--- src/rtl/axi4_lite_pkg.sv ---
// Shared AXI4-Lite types: response codes and the manager state encoding.
// The subordinate register blocks import the same package.
package axi4_lite_pkg;

  typedef enum logic [1:0] {
    OKAY   = 2'b00,
    EXOKAY = 2'b01,
    SLVERR = 2'b10,
    DECERR = 2'b11
  } axi_resp_e;

  typedef enum logic [2:0] {
    ST_IDLE,
    ST_WR_REQ,
    ST_WR_RESP,
    ST_RD_ADDR,
    ST_RD_DATA,
    ST_RSP
  } mgr_state_e;

  // States in which the manager is waiting on the subordinate.
  function automatic logic is_wait_state(input mgr_state_e s);
    return (s == ST_WR_REQ) || (s == ST_WR_RESP) || (s == ST_RD_ADDR) || (s == ST_RD_DATA);
  endfunction

endpackage

--- src/rtl/axi4_lite_wdog.sv ---
// Watchdog counter: clears on request, counts while enabled, and flags the
// last permitted wait cycle so the manager can abandon a stuck transaction.
module axi4_lite_wdog #(
  parameter int C_TIMEOUT_CYCLES = 256
) (
  input  logic clk,
  input  logic reset,
  input  logic clear,
  input  logic enable,
  output logic expired
);

  localparam int CW = $clog2(C_TIMEOUT_CYCLES);
  localparam logic [CW-1:0] CNT_LAST = CW'(C_TIMEOUT_CYCLES - 1);

  logic [CW-1:0] cnt_q, cnt_d;

  always_comb begin
    cnt_d = cnt_q;
    if (clear) begin
      cnt_d = '0;
    end else if (enable) begin
      cnt_d = cnt_q + CW'(1);
    end
  end

  always_ff @(posedge clk) begin
    if (reset) begin
      cnt_q <= '0;
    end else begin
      cnt_q <= cnt_d;
    end
  end

  assign expired = enable && (cnt_q == CNT_LAST);

endmodule

--- src/rtl/axi4_lite_mgr.sv ---
// AXI4-Lite manager: turns one command from the valid/ready command port into a
// single AXI4-Lite read or write, then returns the result on the response port.
module axi4_lite_mgr
  import axi4_lite_pkg::*;
#(
  parameter int C_AXI_DATA_WIDTH = 32,
  parameter int C_AXI_ADDR_WIDTH = 32,
  parameter int C_TIMEOUT_CYCLES = 256
) (
  input  logic                        clk,
  input  logic                        reset,
  // command port
  input  logic                        cmd_valid,
  output logic                        cmd_ready,
  input  logic                        cmd_write,
  input  logic [C_AXI_ADDR_WIDTH-1:0] cmd_addr,
  input  logic [C_AXI_DATA_WIDTH-1:0] cmd_wdata,
  // response port
  output logic                        rsp_valid,
  input  logic                        rsp_ready,
  output logic [C_AXI_DATA_WIDTH-1:0] rsp_rdata,
  output logic [1:0]                  rsp_resp,
  output logic                        rsp_timeout,
  // AXI4-Lite write address / data / response
  output logic [C_AXI_ADDR_WIDTH-1:0] m_axi_awaddr,
  output logic                        m_axi_awvalid,
  input  logic                        m_axi_awready,
  output logic [C_AXI_DATA_WIDTH-1:0] m_axi_wdata,
  output logic                        m_axi_wvalid,
  input  logic                        m_axi_wready,
  input  logic [1:0]                  m_axi_bresp,
  input  logic                        m_axi_bvalid,
  output logic                        m_axi_bready,
  // AXI4-Lite read address / data
  output logic [C_AXI_ADDR_WIDTH-1:0] m_axi_araddr,
  output logic                        m_axi_arvalid,
  input  logic                        m_axi_arready,
  input  logic [C_AXI_DATA_WIDTH-1:0] m_axi_rdata,
  input  logic [1:0]                  m_axi_rresp,
  input  logic                        m_axi_rvalid,
  output logic                        m_axi_rready
);

  mgr_state_e                  state_q, state_d;
  logic                        cmd_ready_q, cmd_ready_d;
  logic [C_AXI_ADDR_WIDTH-1:0] addr_q, addr_d;
  logic [C_AXI_DATA_WIDTH-1:0] wdata_q, wdata_d;
  logic                        awvalid_q, awvalid_d;
  logic                        wvalid_q, wvalid_d;
  logic                        bready_q, bready_d;
  logic                        arvalid_q, arvalid_d;
  logic                        rready_q, rready_d;
  logic                        rsp_valid_q, rsp_valid_d;
  logic [C_AXI_DATA_WIDTH-1:0] rsp_rdata_q, rsp_rdata_d;
  axi_resp_e                   rsp_resp_q, rsp_resp_d;
  logic                        rsp_timeout_q, rsp_timeout_d;

  logic wd_clear, wd_enable, wd_expired;
  logic abandon;
  logic aw_done, w_done;

  axi4_lite_wdog #(
    .C_TIMEOUT_CYCLES(C_TIMEOUT_CYCLES)
  ) u_wdog (
    .clk    (clk),
    .reset  (reset),
    .clear  (wd_clear),
    .enable (wd_enable),
    .expired(wd_expired)
  );

  // A channel is done once its valid has dropped or it handshakes this cycle.
  assign aw_done = !awvalid_q || m_axi_awready;
  assign w_done  = !wvalid_q  || m_axi_wready;

  always_comb begin
    // NOTE: every variable gets its hold value first, so no path through the case infers a latch.
    state_d       = state_q;
    addr_d        = addr_q;
    wdata_d       = wdata_q;
    awvalid_d     = awvalid_q;
    wvalid_d      = wvalid_q;
    bready_d      = bready_q;
    arvalid_d     = arvalid_q;
    rready_d      = rready_q;
    rsp_valid_d   = rsp_valid_q;
    rsp_rdata_d   = rsp_rdata_q;
    rsp_resp_d    = rsp_resp_q;
    rsp_timeout_d = rsp_timeout_q;
    abandon       = 1'b0;

    case (state_q)
      ST_IDLE: begin
        if (cmd_valid && cmd_ready_q) begin
          addr_d  = cmd_addr;
          wdata_d = cmd_wdata;
          if (cmd_write) begin
            awvalid_d = 1'b1;
            wvalid_d  = 1'b1;
            state_d   = ST_WR_REQ;
          end else begin
            arvalid_d = 1'b1;
            state_d   = ST_RD_ADDR;
          end
        end
      end

      ST_WR_REQ: begin
        if (aw_done && w_done) begin
          awvalid_d = 1'b0;
          wvalid_d  = 1'b0;
          bready_d  = 1'b1;
          state_d   = ST_WR_RESP;
        end else if (wd_expired) begin
          abandon = 1'b1;
        end else begin
          awvalid_d = awvalid_q && !m_axi_awready;
          wvalid_d  = wvalid_q && !m_axi_wready;
        end
      end

      ST_WR_RESP: begin
        if (m_axi_bvalid) begin
          bready_d      = 1'b0;
          rsp_valid_d   = 1'b1;
          rsp_rdata_d   = '0;
          rsp_resp_d    = axi_resp_e'(m_axi_bresp);
          rsp_timeout_d = 1'b0;
          state_d       = ST_RSP;
        end else if (wd_expired) begin
          abandon = 1'b1;
        end
      end

      ST_RD_ADDR: begin
        if (m_axi_arready) begin
          arvalid_d = 1'b0;
          rready_d  = 1'b1;
          state_d   = ST_RD_DATA;
        end else if (wd_expired) begin
          abandon = 1'b1;
        end
      end

      // rready is already high on entry, so a one-cycle rvalid is always caught.
      ST_RD_DATA: begin
        if (m_axi_rvalid) begin
          rready_d      = 1'b0;
          rsp_valid_d   = 1'b1;
          rsp_rdata_d   = m_axi_rdata;
          rsp_resp_d    = axi_resp_e'(m_axi_rresp);
          rsp_timeout_d = 1'b0;
          state_d       = ST_RSP;
        end else if (wd_expired) begin
          abandon = 1'b1;
        end
      end

      ST_RSP: begin
        if (rsp_ready) begin
          rsp_valid_d = 1'b0;
          state_d     = ST_IDLE;
        end
      end

      default: state_d = ST_IDLE;
    endcase

    // Watchdog expiry without a handshake: withdraw from the bus and report SLVERR.
    if (abandon) begin
      awvalid_d     = 1'b0;
      wvalid_d      = 1'b0;
      bready_d      = 1'b0;
      arvalid_d     = 1'b0;
      rready_d      = 1'b0;
      rsp_valid_d   = 1'b1;
      rsp_rdata_d   = '0;
      rsp_resp_d    = SLVERR;
      rsp_timeout_d = 1'b1;
      state_d       = ST_RSP;
    end

    cmd_ready_d = (state_d == ST_IDLE);
    wd_clear    = (state_d != state_q);
    wd_enable   = is_wait_state(state_q);
  end

  // NOTE: state registers use non-blocking assignments so every flop samples pre-edge values.
  always_ff @(posedge clk) begin
    if (reset) begin
      state_q       <= ST_IDLE;
      cmd_ready_q   <= 1'b0;
      addr_q        <= '0;
      wdata_q       <= '0;
      awvalid_q     <= 1'b0;
      wvalid_q      <= 1'b0;
      bready_q      <= 1'b0;
      arvalid_q     <= 1'b0;
      rready_q      <= 1'b0;
      rsp_valid_q   <= 1'b0;
      rsp_rdata_q   <= '0;
      rsp_resp_q    <= OKAY;
      rsp_timeout_q <= 1'b0;
    end else begin
      state_q       <= state_d;
      cmd_ready_q   <= cmd_ready_d;
      addr_q        <= addr_d;
      wdata_q       <= wdata_d;
      awvalid_q     <= awvalid_d;
      wvalid_q      <= wvalid_d;
      bready_q      <= bready_d;
      arvalid_q     <= arvalid_d;
      rready_q      <= rready_d;
      rsp_valid_q   <= rsp_valid_d;
      rsp_rdata_q   <= rsp_rdata_d;
      rsp_resp_q    <= rsp_resp_d;
      rsp_timeout_q <= rsp_timeout_d;
    end
  end

  assign cmd_ready     = cmd_ready_q;
  assign rsp_valid     = rsp_valid_q;
  assign rsp_rdata     = rsp_rdata_q;
  assign rsp_resp      = rsp_resp_q;
  assign rsp_timeout   = rsp_timeout_q;
  assign m_axi_awaddr  = addr_q;
  assign m_axi_araddr  = addr_q;
  assign m_axi_wdata   = wdata_q;
  assign m_axi_awvalid = awvalid_q;
  assign m_axi_wvalid  = wvalid_q;
  assign m_axi_bready  = bready_q;
  assign m_axi_arvalid = arvalid_q;
  assign m_axi_rready  = rready_q;

endmodule

--- config.mk ---
export PLATFORM = sky130hd
export DESIGN_NAME = axi4_lite_mgr
export DESIGN_NICKNAME = d
export VERILOG_FILES = /design/src/rtl/axi4_lite_pkg.sv /design/src/rtl/axi4_lite_wdog.sv /design/src/rtl/axi4_lite_mgr.sv
export SDC_FILE = /design/constraint.sdc
export NUM_CORES = 1
export LEC_CHECK = 0
export BUFFER_PORTS_ARGS = -buffer_cell sky130_fd_sc_hd__buf_2
export CAP_MARGIN = 20
export CORE_MARGIN = 2
export CORE_UTILIZATION = 45
export CTS_CLUSTER_DIAMETER = 60
export DETAILED_ROUTE_END_ITERATION = 6
export PLACE_DENSITY = 0.83
export SYNTH_ARGS = -nofsm -noshare
export SYNTH_HDL_FRONTEND = slang
export SYNTH_SLANG_ARGS = --single-unit
--- constraint.sdc ---
create_clock -name clk -period 2.44 [get_ports clk]
set_input_delay 0.244 -clock clk [delete_from_list [all_inputs] [get_ports clk]]
set_output_delay 0.244 -clock clk [all_outputs]
set_load 0.01 [all_outputs]
==> impl_metrics.tcl <==
set metrics [dict create \
    track_usage_pct 26.5 \
    path_cells "nand3b_1 > a21o_1 > nand2_1 > a21oi_2" \
    cts_resized 0 \
    power_density_nw_per_um2 864 \
    remaining_drc_errors 0 \
    core_area_um2 10300 \
    nets 1000 \
    ctsLongestPathBuffers 2 \
    vias 5172 \
    syn_area_um2 4740 \
    fillers 761 \
    cts_buffers 17 \
    synth_nets 703 \
    fmax_ghz 0.487 \
    worstPathMaxFanout 33 \
    path_clk_slew_ns 0.06 \
    crit_required_ns 2.89 \
    cp_slowest_cell "a21o_1" \
    report.final.hold_viol_count 0 \
    area_growth_pct 56.8 \
    max-cap-violations 0 \
    regArea_um2 2340 \
    yosysUniqueCellTypes 41 \
    die_w_um 107 \
    setup_viol 0 \
    grt_start_max_net_pins 70 \
    tightest_slew_ns 1.02 \
    tritoncts "yes" \
    drt_iter0_markers 358 \
    clock_latency_ns 0.52 \
    period_needed_ns 2.05 \
    placed_cells_incl_taps 911 \
    final_area_um2 7430 \
    first_global_vias 4874 \
    cp-start-kind "flop" \
    fin_tns_setup_ns 0 \
    grt-ovfl-total 0 \
    ir_drop_mv 0.384 \
    first_pass_iters 5 \
    die-height_um 107 \
    hold_class "in2reg" \
    fin_skew_ns 0.0191 \
    rows 37 \
    max_slew_margin_pct 32.0 \
    cellLeakagePower_uw 0.00333 \
    syn_inst 592 \
    drt-wirelength-per-cell_um 14.9 \
    critical_path_class "reg2reg" \
    ys_seq_area_share_pct 49.4 \
    max_stage_delay_ns 0.82 \
    cts.sinks 117 \
    report.final.slew_viol_count 0 \
    portBuffers 247 \
    avgSynthCellArea_um2 8.00 \
    start_util_pct 46.1 \
    multi_input_area_um2 1970 \
    hpwl_um 9290 \
    status "completed" \
    yosysTopAreaCell "dfxtp_1" \
    synth.area.top_cells "dfxtp_1 (49%), nand2_1 (14%), a21oi_1 (10%)" \
    synth_warnings 0 \
    drive_gt1_share_pct 33.8 \
    p_total_uw 6420 \
    dieArea_um2 11400 \
    fin_cells 1039 \
    ys_ff_latch 117 \
    fin_crit_sh_pct 84.1 \
    gp_congestion 0.820 \
    worstPathArrival_ns 2.50 \
    cp-end-kind "flop" \
    drt-total-wl_um 15400 \
    htree_levels 4 \
    grt_pass1_wl_um 23900 \
    timing.hold.ws_ns 0.00988 \
    synth_top_area_share_pct 49.4 \
    cts_root_buffer "clkbuf_8" \
    drtAntennaViolNets 0 \
    antenna_found_initial 1 \
    vias_per_cell 4.98 \
    placed_area_um2 5860 \
    rsz0062_at_grt "false" \
    ios 248 \
]
layout by cell type (no fill, tap or decap), types with 2 or more instances in the layout:
cell type / Yosys / routed
a211oi_1: 2 / 2
a21oi_1: 96 / 95
a21oi_2: 10 / 11
a311oi_1: 2 / 2
a31oi_1: 3 / 3
and2_1: 3 / 3
and3_1: 2 / 2
buf_12: 0 / 4
buf_2: 11 / 247
buf_4: 32 / 5
bufinv_16: 0 / 4
clkbuf_16: 0 / 16
clkinv_4: 0 / 3
clkinvlp_4: 0 / 3
dfxtp_1: 117 / 117
dlygate4sd3_1: 0 / 95
inv_1: 5 / 5
inv_6: 0 / 3
mux2i_1: 3 / 3
nand2_1: 173 / 173
nand3_1: 37 / 37
nand3b_1: 2 / 2
nand4_1: 3 / 3
nor2_1: 20 / 19
nor2b_1: 4 / 4
nor3_1: 4 / 4
o21a_1: 2 / 2
o21ai_0: 7 / 7
or3_1: 2 / 2
xnor2_1: 3 / 3
xor2_1: 4 / 4
worst max-delay path: cells and delay by family (launching register included):
kind	cells	cell delay (ns)
simple gates	2	0.42
compound gates	2	0.97
flops	1	0.60
routing by layer:
metal | track usage (%) | share of wire, % | vias up
met5 | 0 | 0 | -
met2 | 47.8 | 52 | 227
met1 | 27.8 | 37 | 2363
li1 | - | - | 2531
met3 | 7.48 | 7.0 | 51
met4 | 14.4 | 4.4 | 0
power by group:
| group | total (uW) | switching (uW) | internal (uW) |
|---|---|---|---|
| combinational | 1560 | 916 | 643 |
| sequential | 2290 | 159 | 2130 |
| clock | 2580 | 907 | 1670 |
| total | 6420 | 1980 | 4440 |
metrics by stage:
step	setup WS, ns	util, %
after floorplan	0.752	-
after global placement	0.482	57.0
after detailed placement	0.398	57.0
after CTS	0.376	72.2
after global routing	0.152	72.3
final	0.389	72.3
final cells by class:
cell class / count / area share (%)
flip-flops and latches: 117 / 31.5
multi-input cells: 397 / 26.5
clock buffers: 18 / 5.63
repair buffers: 351 / 31.0
diodes: 1 / 0.0337
well taps: 136 / 2.29
inverters: 5 / 0.253
clock inverters: 14 / 2.70
cell families after synthesis:
group           Yosys count  synth area share (%)
buf+inv                  78                  9.32
xor+xnor                  7                  1.29
simple gates            255                  22.9
fa+ha+maj                 1                 0.264
mux                       4                 0.872
flops                   117                  49.4
compound gates          130                  15.9
Yosys cell counts:
library cell,n
a21oi_1,96
a211oi_1,2
nand3b_1,2
nand2_1,173
mux2_2,1
o31ai_4,1
clkbuf_1,28
dfxtp_1,117
a21o_1,1
and3_1,2
nor2b_1,4
o2111a_1,1
ha_1,1
inv_1,5
and4bb_1,1
a21oi_2,10
nand2_2,1
o21ai_0,7
and2_1,3
a311oi_1,2
nand4_1,3
o31ai_1,1
o221ai_1,1
xnor2_1,3
o21a_1,2
nor3_1,4
buf_4,32
nand3_1,37
nor3_2,1
nor3b_2,1
mux2i_1,3
buf_6,2
buf_2,11
nor4bb_1,1
o211ai_2,1
a31oi_1,3
a211o_1,1
nor2_1,20
a22oi_1,1
or3_1,2
xor2_1,4
timing repair:
| item | CTS | global route |
|---|---|---|
| buffers inserted | 0 | 0 |
| hold buffers | 95 | 0 |
| endpoints found under the hold margin | 95 | 0 |
sequential cells by signal, summed over array words and instances (netlist names), 2 cells and up:
name	count
m_axi_araddr	32
m_axi_wdata	32
rsp_rdata	32
u_wdog.cnt_q	8
state_q	3
rsp_resp	2
final timing paths:
path                    to            start  slack (ns)  cells past startpoint
max          rsp_rdata[27]       state_q[2]        0.39                      4
min          rsp_rdata[27]  m_axi_rdata[27]        0.01                      3
max reg2reg  rsp_rdata[27]       state_q[2]        0.39                      4
min reg2reg   rsp_rdata[5]     rsp_rdata[5]        0.45                      2
(Power assumes the default switching activity.)
